<file path="src/rtl/clock_gen.sv">
// Multi-channel clock divider. Each channel produces a 50% duty square wave with a
// runtime-loadable half-period, a per-channel enable with glitch-free stop, and (channel 0
// only) a single-step mode that emits exactly one period per step_req rising edge.
module clock_gen #(
  parameter int unsigned             NUM_CH    = 2,
  parameter int unsigned             CNT_W     = 32,
  parameter logic [NUM_CH*CNT_W-1:0] DIV_RESET = {32'd50000, 32'd5000000}
) (
  input  logic                    clk_board,
  input  logic                    rst,
  input  logic [NUM_CH-1:0]       ch_en,
  input  logic [NUM_CH-1:0]       div_load,
  input  logic [NUM_CH*CNT_W-1:0] div_value,
  input  logic                    step_mode,
  input  logic                    step_req,
  output logic [NUM_CH-1:0]       clk_out,
  output logic [NUM_CH-1:0]       tick,
  output logic [NUM_CH*CNT_W-1:0] div_active
);

  typedef enum logic [2:0] {
    StIdle,
    StRun,
    StStopping,
    StStepHi,
    StStepLo
  } ch_state_e;

  logic step_q;
  logic step_rise;

  assign step_rise = step_req & ~step_q;

  // step_req edge detector shared by channel 0
  always_ff @(posedge clk_board) begin
    if (rst) begin
      step_q <= 1'b0;
    end else begin
      step_q <= step_req;
    end
  end

  for (genvar i = 0; i < NUM_CH; i++) begin : g_ch
    ch_state_e        state_q;
    logic [CNT_W-1:0] cnt_q;
    logic [CNT_W-1:0] div_q;
    logic [CNT_W-1:0] pend_q;
    logic             pend_vld_q;
    logic             clk_q;
    logic             tick_q;

    logic [CNT_W-1:0] load_val;
    logic [CNT_W-1:0] h_eff;
    logic             at_limit;
    logic             step_sel;
    logic             run_ok;
    logic             half_done;

    assign load_val = div_value[i*CNT_W +: CNT_W];
    // A zero half-period behaves as one cycle
    assign h_eff    = (div_q == '0) ? CNT_W'(1) : div_q;
    assign at_limit = (cnt_q == h_eff - CNT_W'(1));
    assign step_sel = (i == 0) ? step_mode : 1'b0;
    assign run_ok   = ch_en[i] & ~step_sel;

    // A half-period completes here; a low-phase stop in RUN is not a completion
    always_comb begin
      half_done = 1'b0;
      unique case (state_q)
        StRun:                          half_done = at_limit & (run_ok | clk_q);
        StStopping, StStepHi, StStepLo: half_done = at_limit;
        default:                        half_done = 1'b0;
      endcase
    end

    // Channel FSM, counter, divisor pipeline and registered outputs
    always_ff @(posedge clk_board) begin
      if (rst) begin
        state_q    <= StIdle;
        cnt_q      <= '0;
        clk_q      <= 1'b0;
        tick_q     <= 1'b0;
        div_q      <= DIV_RESET[i*CNT_W +: CNT_W];
        pend_q     <= '0;
        pend_vld_q <= 1'b0;
      end else begin
        tick_q <= 1'b0;

        // New divisor takes effect only between half-periods (or while idle)
        if (state_q == StIdle) begin
          if (pend_vld_q) begin
            div_q <= pend_q;
          end
          pend_vld_q <= 1'b0;
        end else if (half_done) begin
          if (div_load[i]) begin
            div_q <= load_val;
          end else if (pend_vld_q) begin
            div_q <= pend_q;
          end
          pend_vld_q <= 1'b0;
        end
        if (div_load[i] && !half_done) begin
          pend_q     <= load_val;
          pend_vld_q <= 1'b1;
        end

        unique case (state_q)
          StIdle: begin
            cnt_q <= '0;
            clk_q <= 1'b0;
            if (run_ok) begin
              state_q <= StRun;
            end else if (step_sel && step_rise) begin
              state_q <= StStepHi;
              clk_q   <= 1'b1;
              tick_q  <= 1'b1;
            end
          end
          StRun: begin
            if (!run_ok && !clk_q) begin
              // Stop while low: hold low, no runt pulse
              state_q <= StIdle;
              cnt_q   <= '0;
            end else if (half_done) begin
              cnt_q  <= '0;
              clk_q  <= ~clk_q;
              tick_q <= ~clk_q;
              if (!run_ok) begin
                state_q <= StIdle;
              end
            end else begin
              cnt_q <= cnt_q + CNT_W'(1);
              if (!run_ok) begin
                state_q <= StStopping;
              end
            end
          end
          StStopping: begin
            if (half_done) begin
              cnt_q   <= '0;
              clk_q   <= 1'b0;
              state_q <= run_ok ? StRun : StIdle;
            end else begin
              cnt_q   <= cnt_q + CNT_W'(1);
              state_q <= run_ok ? StRun : StStopping;
            end
          end
          StStepHi: begin
            if (half_done) begin
              cnt_q   <= '0;
              clk_q   <= 1'b0;
              state_q <= StStepLo;
            end else begin
              cnt_q <= cnt_q + CNT_W'(1);
            end
          end
          StStepLo: begin
            if (half_done) begin
              cnt_q   <= '0;
              state_q <= StIdle;
            end else begin
              cnt_q <= cnt_q + CNT_W'(1);
            end
          end
          default: begin
            state_q <= StIdle;
          end
        endcase
      end
    end

    assign clk_out[i]                    = clk_q;
    assign tick[i]                       = tick_q;
    assign div_active[i*CNT_W +: CNT_W]  = div_q;
  end

endmodule

</file>
<file path="config.mk">
export PLATFORM = sky130hd
export DESIGN_NAME = clock_gen
export DESIGN_NICKNAME = d
export VERILOG_FILES = /design/src/rtl/clock_gen.sv
export SDC_FILE = /design/constraint.sdc
export NUM_CORES = 1
export LEC_CHECK = 0
export ABC_AREA = 1
export ABC_CLOCK_PERIOD_IN_PS = 4600
export BUFFER_PORTS_ARGS = -buffer_cell sky130_fd_sc_hd__buf_4
export CORE_MARGIN = 4
export CORE_UTILIZATION = 50
export CTS_CLUSTER_DIAMETER = 60
export DETAILED_ROUTE_END_ITERATION = 6
export PLACE_DENSITY_LB_ADDON = 0.15
export SLEW_MARGIN = 20
export SYNTH_ARGS = -nofsm -noshare
export SYNTH_HDL_FRONTEND = slang
export SYNTH_SLANG_ARGS = --single-unit
</file>
<file path="constraint.sdc">
create_clock -name clk_board -period 4.6 [get_ports clk_board]
set_clock_uncertainty 0.15 [all_clocks]
set_input_delay 0.46 -clock clk_board [delete_from_list [all_inputs] [get_ports clk_board]]
set_output_delay 0.46 -clock clk_board [all_outputs]
set_load 0.05 [all_outputs]
</file>
# == Word level (Yosys, flattened, before mapping) ==
# Cells that the tools add are included.
# Widths: inputs -> output; s select.
# word_totals
reg_bits,205
input_bits,72
out_inout_bits,68
# op_classes
n_addsub,4
eq_ne,24
n_mux,58
bitwise_logic,12
reduce_logical,32
# ops
operator,count
$mux 32,14
$pmux 32 s3,2
$add 32x1->32 const B,2
$eq 32x32->1,2
$logic_not 32->1,2
$sub 32x1->32 const B,2
$mux 3,15
$pmux 3 s5,2
$ne 2x2->1 const B,9
$reduce_bool 3->1,6
$mux 1,16
$reduce_and 4->1,4
$eq 3x2->1 const B,4
$mux 2,4
$eq 3x1->1 const B,2
$eq 3x3->1 const B,2
$logic_not 1->1,6
$logic_not 3->1,2
$ne 3x3->1 const B,2
$not 1->1,6
$pmux 1 s2,3
$pmux 1 s3,2
$reduce_or 3->1,2
$logic_and 1x1->1,5
other kinds (7),14

# == Depth between registers and ports, before layout ==
# depth
depth_word,9
mapped_depth,24
ltp_nobuf,24

# == Worst setup path before layout ==
# OpenSTA, ideal clock, no wires.
# synth_path
path_kind,register -> register
startpoint,reg g_ch[1].div_q[25]
endpoint,reg g_ch[1].pend_q[23]
setup_ps,119
t_arrival_ps,3431
required_time_ps,4331
path_slack_ps,900
stages_incl_launch_ff,24
n_path_buf,1
path_cell_list,dfxtp_1 nor2_1 nand2_1 nor2_1 nand2_1 nor2_2 nor2_4 ha_1 nand3_1 nor3_2 nand2_1 nor2_1 nand3_1 xor2_1 inv_1 nor2_1 nand2_1 nor2_2 nand3_2 nand2_1 inv_2 buf_2 o21ai_0 a21oi_1
# synth_via
elab_chain_len,8
# synth_rtl
element,line_no,source
from (decl),46,logic [CNT_W-1:0] div_q;
from (signal assigned),83,div_q <= DIV_RESET[i*CNT_W +: CNT_W];
from (signal assigned),92,div_q <= pend_q;
from (signal assigned),97,div_q <= load_val;
$logic_not 32->1,61,assign h_eff = (div_q == '0) ? CNT_W'(1) : div_q;
$mux 32 (*),61,
$sub 32x1->32 (*),62,assign at_limit = (cnt_q == h_eff - CNT_W'(1));
$eq 32x32->1 (*),62,
$and 1x1->1,70,StRun: half_done = at_limit & (run_ok | clk_q);
$pmux 1 s2 (*),69,unique case (state_q)
$logic_not 1->1 (*),103,if (div_load[i] && !half_done) begin
$logic_and 1x1->1 (*),103,
to (signal assigned),104,pend_q <= load_val;
to (decl),47,logic [CNT_W-1:0] pend_q;
# Mark *: on every way between the ends. The rest lies on a longest branch, timed or not.
# A chain may end at the register's enable or synchronous reset.

# == Worst setup path after layout ==
# layout_path
startpoint,reg g_ch[1].div_q[11]
endpoint,reg g_ch[1].pend_q[22]
# The elaborated chain is that of the path after synthesis.

==> impl_results.md <==
* Status: completed
* Least-Margin Pin Slew at slightly above 1 ns
* Mapped cell area at ~0.013 mm2
* Sequential share of the synthesized area at between 30% and 40%
* Max-capacitance violation count at 0
* Clock root buffer master: clkbuf_16
* Postcts setup bufs at 0
* # port buffers at approximately 140
* Distinct cells, synth at between 40 and 50
* Post-detail-place hpwl at ~35000 um
* Yosys warning count at 0
* TritonCTS clock tree: built
* Synth Instances at between 2k and 2.5k
* Starting DRT DRC Count at approximately 1.3k
* Count leader, synth: nand2_1
* R2R Path End: g_ch[1].pend_q[22]
* Share of the synthesized area in the top cell type at a little over 30%
* Die width at about 170 um
* Fin crit period at 4.13 ns
* Pleak at between 6 and 7 nW
* RSZ-0062 raised after global routing: false
* Non-Filler Instances at between 2k and 3k
* Synth Flop Type: dfxtp_1
* Placed instance count at between 2k and 3k
* # IOs at 140
* Nets at approximately 2.3k
* Max Slew Vio Count at 0
* Worst-path clk slew at approximately 0.060 ns
* Flops & latches, synth at slightly above 200
* Commonest cells post-synth: nand2_1 (499), o21ai_0 (282), inv_1 (275)
* Vias in the first global route at approximately 14k
* CTS Buf Count at 26
* Setup Crit Path Kind: reg -> reg
* Initial Utilization at 50.8%
* R2R depth at 24
* Post-synthesis async set-or-reset flop share at 0%
* Final wirelength at between 40000 and 50000 um
* CP Max Fanout at 49
* Worst reg2reg startpoint: g_ch[1].div_q[11]
* Total number of vias at around 14k
* Filler Cells Inserted at about 2.6k
* Routed Antenna Nets at 0
* Hold-critical path depth at 3
* H-Tree Depth at 1
* CP cell instances: nor2_2, nand2_1, nor2_1, nand2_1, nor2_2, nor2_4, ha_1, nand3_1, nor2_1, xor2_1, nor2_1, inv_1, nand2_1, inv_1, nand3_1, nor2_1, nand2_1, nor2_2, nand3_4, nand2_1, inv_2, buf_12, o21ai_0, a21oi_1
* Die Ht at around 170 um
* FP Rows at between 50 and 60
* GP Congestion at between 0.9 and 1
* Max-slew headroom at between 30 and 40%
* Grt ovf at 0
* Worst setup SP type: register
* Crit-path slowest cell: dfxtp_1
* PwrDens at between 600 and 700 mW/mm2
* Avg WL per Cell at approximately 17 um
* EDFF count, synth at 0
* Period Utilization, post-route at around nine tenths
* Count of final setup violators at 0
* Reg2Reg Setup Slack at about 0.47 ns
* CP delay by family, top: simple AND/OR/NAND/NOR gates
* Initial antenna violation count at 0
* Total track usage at between 30% and 40%
* Crit path from: g_ch[1].div_q[11]
* Synth area leader: dfxtp_1
* Main area contributors after synthesis: dfxtp_1 (31%), nand2_1 (14%), o21ai_0 (11%), a21oi_1 (8.1%), inv_1 (7.8%)
* Endpoints failing hold at 0
* Max incr delay on CP at 0.40 ns
* Hold Crit Class: in -> reg
* Hold EP: g_ch[0].pend_q[4]
* Worst path most repeated cell: nand2_1
* Worst EP arrival at roughly 4.4 ns
* Clk_lat worst skew at 0.54 ns
* Syn-to-layout area delta at 17.0%
* DRC viols at 0
* Largest net degree at the start of global routing at 83
* Syn Nets at between 2k and 2.5k
* Syn avg cell area at a little over 6 um2
* Min-delay src: div_value[4]
* Critical Path RT at 4.87 ns
* Number of vias per cell at approximately 5.5
* VDD IR-drop max at just under 0.6 mV
* Critical path buffers and inverters at 4
* Max Fclk at 242 MHz
* Antenna Cells at 0
* Clock sinks at between 200 and 250
* 1st-pass router iterations at 6
* Clock buffer depth at 3
* Crit. End Element: register
* Die Footprint at 0.0290 mm2
* Setup TNS at 0 ns
* Core box area at about 0.026 mm2
* Ratio of cells with drive above 1 in the final layout at 12.1%
* First-pass GRT wire length at about 72000 um
==> state kept, by name (all words and copies together), names as in the netlist <==
| name | count |
|---|---|
| g_ch.cnt_q | 64 |
| g_ch.div_q | 64 |
| g_ch.pend_q | 64 |
| g_ch.state_q | 6 |
| g_ch.clk_q | 2 |
| g_ch.pend_vld_q | 2 |
| g_ch.tick_q | 2 |
| step_q | 1 |
==> power breakdown <==
part,internal (W),switching (W)
clock,0.00114,0.000843
sequential,0.00214,0.000550
combinational,0.00168,0.00401
total,0.00496,0.00540
==> final cells by class <==
| cell class | count | area, um2 | area share [%] |
|---|---|---|---|
| multi-input cells | 1570 | 7640 | 49.5 |
| clock inverters | 11 | 95.1 | 0.616 |
| flip-flops and latches | 205 | 4110 | 26.6 |
| repair buffers | 181 | 1370 | 8.90 |
| well taps | 335 | 419 | 2.72 |
| clock buffers | 34 | 741 | 4.80 |
| inverters | 281 | 1060 | 6.86 |
==> layer usage <==
metal  vias up  track usage, %  wire (um)
met5         -               0          0
met3       130            4.95       2850
li1       7191               -          -
met4         0            12.8       2230
met1      6607            36.7      18300
met2       496            54.5      22200
==> tightest hold or removal path, stage by stage <==
cell and delay, ns:
buf_4 0.07, inv_1 0.04, a21oi_1 0.10
==> worst max path at each step <==
stage	endpoint	slack, ns	cells past startpoint
after floorplan	g_ch[1].pend_q[23]	0.90	23
after global placement	g_ch[1].div_q[7]	0.36	22
after detailed placement	g_ch[1].div_q[5]	0.31	22
after CTS	g_ch[1].div_q[5]	0.30	22
after global routing	g_ch[1].pend_q[23]	0.02	24
final	g_ch[1].pend_q[22]	0.47	24
==> cell families (layout without fill, tap and decap cells) <==
logic type	Yosys count	count (layout)	share of synthesized area, %
compound gates	510	510	19.5
xor+xnor	85	85	5.75
fa+ha+maj	4	4	0.379
buf+inv	375	507	11.2
flops	205	205	31.1
simple gates	971	971	32.0
==> stage by stage <==
stage                     setup slack, ns  utilization, %  hold slack (ns)  instance area [um2]  total power (W)
after CTS                           0.295            59.3          0.00213                15400           0.0103
after detailed placement            0.310            56.1            0.337                14600          0.00831
after floorplan                     0.900               -            0.308                13200          0.00641
after global placement              0.362            56.1            0.321                14600          0.00830
final                               0.466            59.4           0.0151                15400           0.0104
after global routing               0.0225            59.4           0.0216                15400           0.0110
==> layout by cell type (no fill, tap or decap), types with 5 or more instances in the layout <==
cell type  instances
a21oi_1          213
buf_4            179
clkbuf_16         26
clkbuf_8           6
dfxtp_1          203
inv_1            274
inv_2              5
nand2_1          497
nand2_2            5
nand3_1          125
nand3b_1          14
nand4_1           48
nor2_1           189
nor2_2            12
nor3_1            32
nor4_1            12
o21ai_0          282
o21ai_1            5
or2_2             15
xnor2_1           24
xor2_1            60
==> what timing repair did <==
| action | 4_1_cts | 5_1_grt |
|---|---|---|
| setup endpoints to repair | 0 | 54 |
| gates resized for setup | 0 | 5 |
| endpoints found under the hold margin | 1 | 0 |
| hold buffers | 1 | 0 |
(Power assumes the default switching activity.)
